File: src/rtl/numden_mac_sched.sv
// -----------------------------------------------------------------------------
// numden_mac_sched
//   Time-multiplexed scheduler for the LPC numerator/denominator dot products
//     Rn = sum_k R_num[k]*a[k],  Rd = sum_k R_den[k]*a[k],  k = 0..ORDER
//   The index is walked through an external register file with a 1-cycle read
//   latency. Two 16x16 signed products are accumulated per fetched term. The
//   narrowed results are registered and flagged with a 1-cycle vout pulse.
//
//   FSM: IDLE -> RUN -> DRAIN -> DONE -> IDLE. abort returns to IDLE from any
//   busy state without publishing a result.
//
// Parameters
//   ORDER : highest coefficient index (ORDER+1 terms per product)
//   IW    : index width, >= clog2(ORDER+1)
//
// Ports
//   clk     in   clock, rising edge
//   rst     in   asynchronous, active-low reset
//   start   in   start a computation (sampled only in IDLE)
//   abort   in   synchronous cancel of the running computation
//   busy    out  high in every state except IDLE
//   rd_en   out  register-file read strobe
//   rd_idx  out  register-file read index (holds when rd_en=0)
//   r_num   in   signed R_num[rd_idx], valid 1 cycle after rd_en
//   r_den   in   signed R_den[rd_idx], valid 1 cycle after rd_en
//   a_k     in   signed a[rd_idx], valid 1 cycle after rd_en
//   Rn      out  signed numerator result, held between completions
//   Rd      out  signed denominator result, held between completions
//   vout    out  1-cycle pulse when Rn/Rd update
//
// Configuration macro
//   NUMDEN_SAT_EN : when defined, narrowing of the accumulators to 32 bits
//                   saturates; otherwise it is a plain two's-complement wrap.
// -----------------------------------------------------------------------------
module numden_mac_sched #(
    parameter int ORDER = 10,
    parameter int IW    = 4
) (
    input  logic                 clk,
    input  logic                 rst,
    input  logic                 start,
    input  logic                 abort,
    output logic                 busy,
    output logic                 rd_en,
    output logic [IW-1:0]        rd_idx,
    input  logic signed [15:0]   r_num,
    input  logic signed [15:0]   r_den,
    input  logic signed [15:0]   a_k,
    output logic signed [31:0]   Rn,
    output logic signed [31:0]   Rd,
    output logic                 vout
);

    // Guard bits so that ORDER+1 full-scale products can never overflow.
    localparam int AW = 32 + $clog2(ORDER + 1);
    localparam logic [IW-1:0] LAST_IDX = IW'(ORDER);

    typedef enum logic [1:0] {IDLE, RUN, DRAIN, DONE} state_t;

    state_t                state_reg;
    logic                  rd_vld_reg;
    logic signed [AW-1:0]  acc_n_reg;
    logic signed [AW-1:0]  acc_d_reg;

    logic signed [31:0]    prod_n;
    logic signed [31:0]    prod_d;
    logic signed [31:0]    narrow_n;
    logic signed [31:0]    narrow_d;

    // Operands are sign-extended to 32 bits; the low 32 bits of the product
    // are the exact signed 16x16 result.
    assign prod_n = $signed({{16{r_num[15]}}, r_num}) * $signed({{16{a_k[15]}}, a_k});
    assign prod_d = $signed({{16{r_den[15]}}, r_den}) * $signed({{16{a_k[15]}}, a_k});

`ifdef NUMDEN_SAT_EN
    // In range when all bits from 31 upwards agree with the sign bit.
    function automatic logic [31:0] sat32(input logic signed [AW-1:0] v);
        if ((&v[AW-1:31]) || !(|v[AW-1:31]))
            return v[31:0];
        else if (v[AW-1])
            return 32'h8000_0000;
        else
            return 32'h7FFF_FFFF;
    endfunction

    assign narrow_n = sat32(acc_n_reg);
    assign narrow_d = sat32(acc_d_reg);
`else
    assign narrow_n = acc_n_reg[31:0];
    assign narrow_d = acc_d_reg[31:0];
`endif

    always_ff @(posedge clk or negedge rst) begin
        if (!rst) begin
            state_reg  <= IDLE;
            busy       <= 1'b0;
            rd_en      <= 1'b0;
            rd_idx     <= '0;
            rd_vld_reg <= 1'b0;
            acc_n_reg  <= '0;
            acc_d_reg  <= '0;
            Rn         <= '0;
            Rd         <= '0;
            vout       <= 1'b0;
        end else begin
            vout       <= 1'b0;
            rd_vld_reg <= rd_en;

            // Data returned for the previous fetch is folded in here; an abort
            // discards it so nothing partial survives the cancel.
            if (rd_vld_reg && !abort) begin
                acc_n_reg <= acc_n_reg + {{(AW-32){prod_n[31]}}, prod_n};
                acc_d_reg <= acc_d_reg + {{(AW-32){prod_d[31]}}, prod_d};
            end

            case (state_reg)
                IDLE: begin
                    if (start && !abort) begin
                        state_reg <= RUN;
                        busy      <= 1'b1;
                        rd_en     <= 1'b1;
                        rd_idx    <= '0;
                        acc_n_reg <= '0;
                        acc_d_reg <= '0;
                    end
                end
                RUN: begin
                    if (abort) begin
                        state_reg  <= IDLE;
                        busy       <= 1'b0;
                        rd_en      <= 1'b0;
                        rd_vld_reg <= 1'b0;
                    end else if (rd_idx == LAST_IDX) begin
                        // Last index was issued this cycle; its data lands in DRAIN.
                        state_reg <= DRAIN;
                        rd_en     <= 1'b0;
                    end else begin
                        rd_idx <= rd_idx + 1'b1;
                    end
                end
                DRAIN: begin
                    if (abort) begin
                        state_reg  <= IDLE;
                        busy       <= 1'b0;
                        rd_vld_reg <= 1'b0;
                    end else begin
                        state_reg <= DONE;
                    end
                end
                DONE: begin
                    state_reg <= IDLE;
                    busy      <= 1'b0;
                    if (!abort) begin
                        Rn   <= narrow_n;
                        Rd   <= narrow_d;
                        vout <= 1'b1;
                    end
                end
                default: begin
                    state_reg <= IDLE;
                    busy      <= 1'b0;
                    rd_en     <= 1'b0;
                end
            endcase
        end
    end

endmodule

File: config.mk
export PLATFORM = sky130hd
export DESIGN_NAME = numden_mac_sched
export DESIGN_NICKNAME = d
export VERILOG_FILES = /design/src/rtl/numden_mac_sched.sv
export SDC_FILE = /design/constraint.sdc
export NUM_CORES = 2
export LEC_CHECK = 0
export ABC_AREA = 1
export CAP_MARGIN = 20
export CORE_MARGIN = 5
export CORE_UTILIZATION = 65
export CTS_BUF_LIST = sky130_fd_sc_hd__clkbuf_8 sky130_fd_sc_hd__clkbuf_16
export CTS_CLUSTER_DIAMETER = 60
export CTS_CLUSTER_SIZE = 8
export DETAILED_ROUTE_END_ITERATION = 7
export PLACE_DENSITY = 0.89
export SLEW_MARGIN = 40
export SYNTH_ARGS = -nofsm -noshare
export SYNTH_HDL_FRONTEND = slang
export SYNTH_SLANG_ARGS = --single-unit
File: constraint.sdc
create_clock -name clk -period 2.9 [get_ports clk]
set_input_delay 0.58 -clock clk [delete_from_list [all_inputs] [get_ports clk]]
set_output_delay 0.58 -clock clk [all_outputs]
set_load 0.01 [all_outputs]
==> metrics, run 1 <==
dominant register cell in the synthesized netlist=dfrtp_1; top post-synthesis cells by count=1,140 x inv_1, 1,078 x nand2_1, 526 x fa_1; post-synthesis sequential area ratio=between 10 and 15%; Mapped Cells=4,047; gr usage total=about 80%; syn_nets=about 4,900; clk sinks=roughly 140; Initial Util=between 60 and 70%; num ports=about 120; height of the chip=roughly 230 um; Yosys reg bits=about 140; input/output buffers=around 120; hold_buf cts=0; GRT overflow=between 80 and 90; Rows=~80; largest cells by area after synthesis=fa_1 35%, inv_1 14%, nand2_1 13%, dfrtp_1 11%, ha_1 9.8%; total CTS buffers=17; clk buf depth=2; EDFF count, synth=0; Warnings, synthesis=0; Fail Step=global routing (5_1_grt); dominant cell type by area after synthesis=fa_1; vias in the first global route=~46,000; Final HPWL DP=about 79,000 um; placed cell count=5,264; Err=[ERROR GRT-0116] Global routing finished with congestion. Check the congestion regions in the DRC Viewer.; Synth cell types=between 40 and 50; Clock Tree Root=clkbuf_16; Die Wd=226 um; area share of the largest cell type after synthesis=34.8%; H-tree depth=4; Area after DPL=between 30,000 and 40,000 um2; largest net degree at the start of global routing=slightly below 50; most frequent cell after synthesis=inv_1; Post-Syn Area=around 30,000 um2; Routability Congestion=just under 1; status=stopped before the end; first-pass GRT wire length=between 200,000 and 300,000 um; Post-Syn Area per Cell=about 7.5 um2; Synth async-reset ratio=100%
-- cells by family after synthesis --
| family | count (synthesis) | synth area share, % |
|---|---|---|
| DFF | 138 | 11.4 |
| adders and majority gates | 763 | 44.6 |
| buffers and inverters | 1274 | 15.8 |
| xor gates and xnor gates | 59 | 1.71 |
| and+or+nand+nor | 1412 | 18.7 |
| AOI/OAI and AO/OA | 401 | 7.80 |
-- stage by stage --
step | setup WS (ns) | hold WS [ns] | util (%)
after CTS | -3.87 | 0.0619 | 94.4
after detailed placement | -4.85 | 0.464 | 81.6
after global placement | -4.64 | 0.463 | 81.6
after floorplan | -3.74 | 0.284 | -
-- metal layers --
metal	GRT usage [%]	overflow
met5	38.8	0
met4	74.2	55
met3	69.0	0
met2	91.6	26
met1	78.0	1
-- repair_timing --
| action | 4_1_cts |
|---|---|
| gates resized for setup | 1068 |
| pin swaps | 475 |
| gates cloned | 25 |
| endpoints found under the setup margin | 60 |
| endpoints found under the hold margin | 0 |
| setup buffers | 181 |
==> run 2, diff against run 1 <==
CORE_UTILIZATION = 40   (was 65)
CTS_BUF_LIST = default   (was sky130_fd_sc_hd__clkbuf_8 sky130_fd_sc_hd__clkbuf_16)
CTS_CLUSTER_DIAMETER = default   (was 60)
CTS_CLUSTER_SIZE = default   (was 8)
PLACE_DENSITY = default   (was 0.89)
PLACE_DENSITY_LB_ADDON = 0.15   (was default)
==> metrics, run 2 <==
Max stage delay on crit path=between 0.6 and 0.7 ns; Final WS setup=-3.93 ns; clk_lat worst skew=between 0.4 and 0.5 ns; Fmax achieved=~0.15 GHz; Routability Congestion=0.906; Hold Vio Cnt, Final=0; Synth Area in Adders=around 45%; dominant register cell in the synthesized netlist=dfrtp_1; Synth Area in Compound Gates=just under 8%; CP Launch Type=input pin; Mapped Cells=about 4,000; Critical Path RT=approximately 3.2 ns; Initial Util=between 40% and 50%; Final HPWL DP=about 71,000 um; kind of cell adding the most delay to the critical path=adder cells; most frequent cell after synthesis=inv_1; final setup violation count=56; clk sinks=around 140; Yosys reg bits=roughly 140; layout cells sized above 1=36.2%; n_diodes=0; largest cells by area after synthesis=fa_1 35%, inv_1 14%, nand2_1 13%, dfrtp_1 11%, ha_1 9.8%; commonest cells after routing, fill and taps aside=980 x inv_1, 874 x nand2_1, 560 x buf_4; failing checks=negative setup slack; DIE AREA=just over 80,000 um2; commonest non-fill, non-tap cell in the layout=inv_1; num ports=~120; GRT overflow=0; largest net degree at the start of global routing=90; Post-Syn Area per Cell=between 7 and 8 um2; Post-Syn Area=between 30,000 and 40,000 um2; Register Area=between 3000 and 4000 um2; DR pass1 iterations=5; CTS tree=yes; via count=around 28,000; wire length per cell=between 15 and 20 um; CP endpoint kind=flop; largest family of logic cells by synthesized area=adder cells; Die Wd=285 um; EDFF count, synth=0; Synth cell types=between 40 and 50; Crit Reg-Reg Startpoint=acc_n_reg[0]; max_slew headroom=approximately three fifths; H-tree depth=4; Setup Slack @ Placement=-4.91 ns; initial antenna violation count=0; fin cells=around 5,800; clock slew seen by the registers of the worst setup and hold paths=around 0.070 ns; MaxCap Viol Count=0; slowest CP cell=fa_1; input/output buffers=roughly 120; crit path DAT=~7 ns; placed cell count=between 5,000 and 6,000; Final Cycle Share=235%; Fill cells=about 6,400; Final Max Tran Viols=0; final net count=roughly 5,600; dominant cell type by area after synthesis=fa_1; Worst-Margin Slew=0.595 ns; post-route ant nets=0; unrepaired setup endpoints after global routing=yes; Crit Path Class=in2reg; area share of the largest cell type after synthesis=between 30% and 40%; Crit path top cell by count=fa_1; height of the chip=285 um; area grow syn2layout=49.5%; min cycle time layout=slightly below 7 ns; post-synthesis xor/xnor area fraction=under 10%; Crit. Startpoint=a_k[6]; Residual DRC=0; Core Footprint=about 75,000 um2; post-synthesis sequential area ratio=11.4%; vias in the first global route=28,760; Clock Tree Root=clkbuf_16; Worst Hold Class=in2async; Rows=100; top post-synthesis cells by count=1,140 x inv_1, 1,078 x nand2_1, 526 x fa_1; CP Max Fanout=7; number of DRC markers in iteration 0=roughly 1,500; Hold WS=~0.087 ns; Synth async-reset ratio=100%; gr usage total=between 20% and 30%; Clock Skews=between 0.015 and 0.02 ns; vias per cell=approximately 4.7; Warnings, synthesis=0; clk buf depth=2; status=finished with violations; mux cell area share after synthesis=0%; drt total wl=~95,000 um; first-pass GRT wire length=153,000 um; CP bufs+invs=9; Multi-input gate area=between 20,000 and 30,000 um2; simple-gate share of the synthesized area=18.7%; syn_nets=slightly below 5,000; total CTS buffers=17
## run 2: cell counts after synthesis
No cell type changed its count.
## run 2: through the flow
stage	utilization [%]	cell area [um2]	TNS (ns)
after detailed placement	51.4	38400	-235.58
after global placement	51.4	38400	-235.83
after CTS	57.6	43000	-179.56
after global routing	60.6	45300	-193.22
after floorplan	-	31700	-161.56
final	60.6	45300	-181.12
## run 2: cells by family (layout without fill, tap and decap cells)
logic type               Yosys count  count (layout)
XOR/XNOR                          59              59
flip-flops                       138             138
AND/OR/NAND/NOR                 1412            1412
AO/OA/AOI/OAI                    401             401
buffers and inverters           1274            2073
adder cells (fa/ha/maj)          763             763
## run 2: area by class of cell
type                            count  area share, %
Timing Repair Buffer              897           19.3
Tap cell                          969           2.68
Inverter                         1144           9.51
Multi-Input combinational cell   2635           59.5
Sequential cell                   138           7.63
Clock inverter                     13          0.420
Clock buffer                       19          0.978
## run 2: path summary, 6_finish.rpt
kind,slack [ns],to,cells past startpoint
worst min-delay path,0.09,Rn[15],1
worst max-delay path,-3.93,acc_d_reg[25],35
max in group asynchronous,2.09,Rd[28],2
worst min register to register,0.48,Rn[26],2
min in group clk,0.48,Rn[26],2
worst max register to register,0.43,acc_n_reg[30],13
## run 2: timing repair
action	4_1_cts	5_1_grt
cloned	22	0
setup endpoints to repair	60	58
hold buffers	0	0
pin swaps	388	341
setup buffers	125	54
resized for setup	857	499
## run 2: routing by layer
metal	up-vias	GRT usage [%]	share of wire, %
li1	13408	-	-
met1	13508	34.3	48
met2	587	36.3	45
met3	100	3.94	5.1
met4	0	4.94	2.1
met5	-	0	0
Power of run 2 is not shown: default switching activity piles up to over one toggle a cycle in this logic, so the estimate is an artifact.
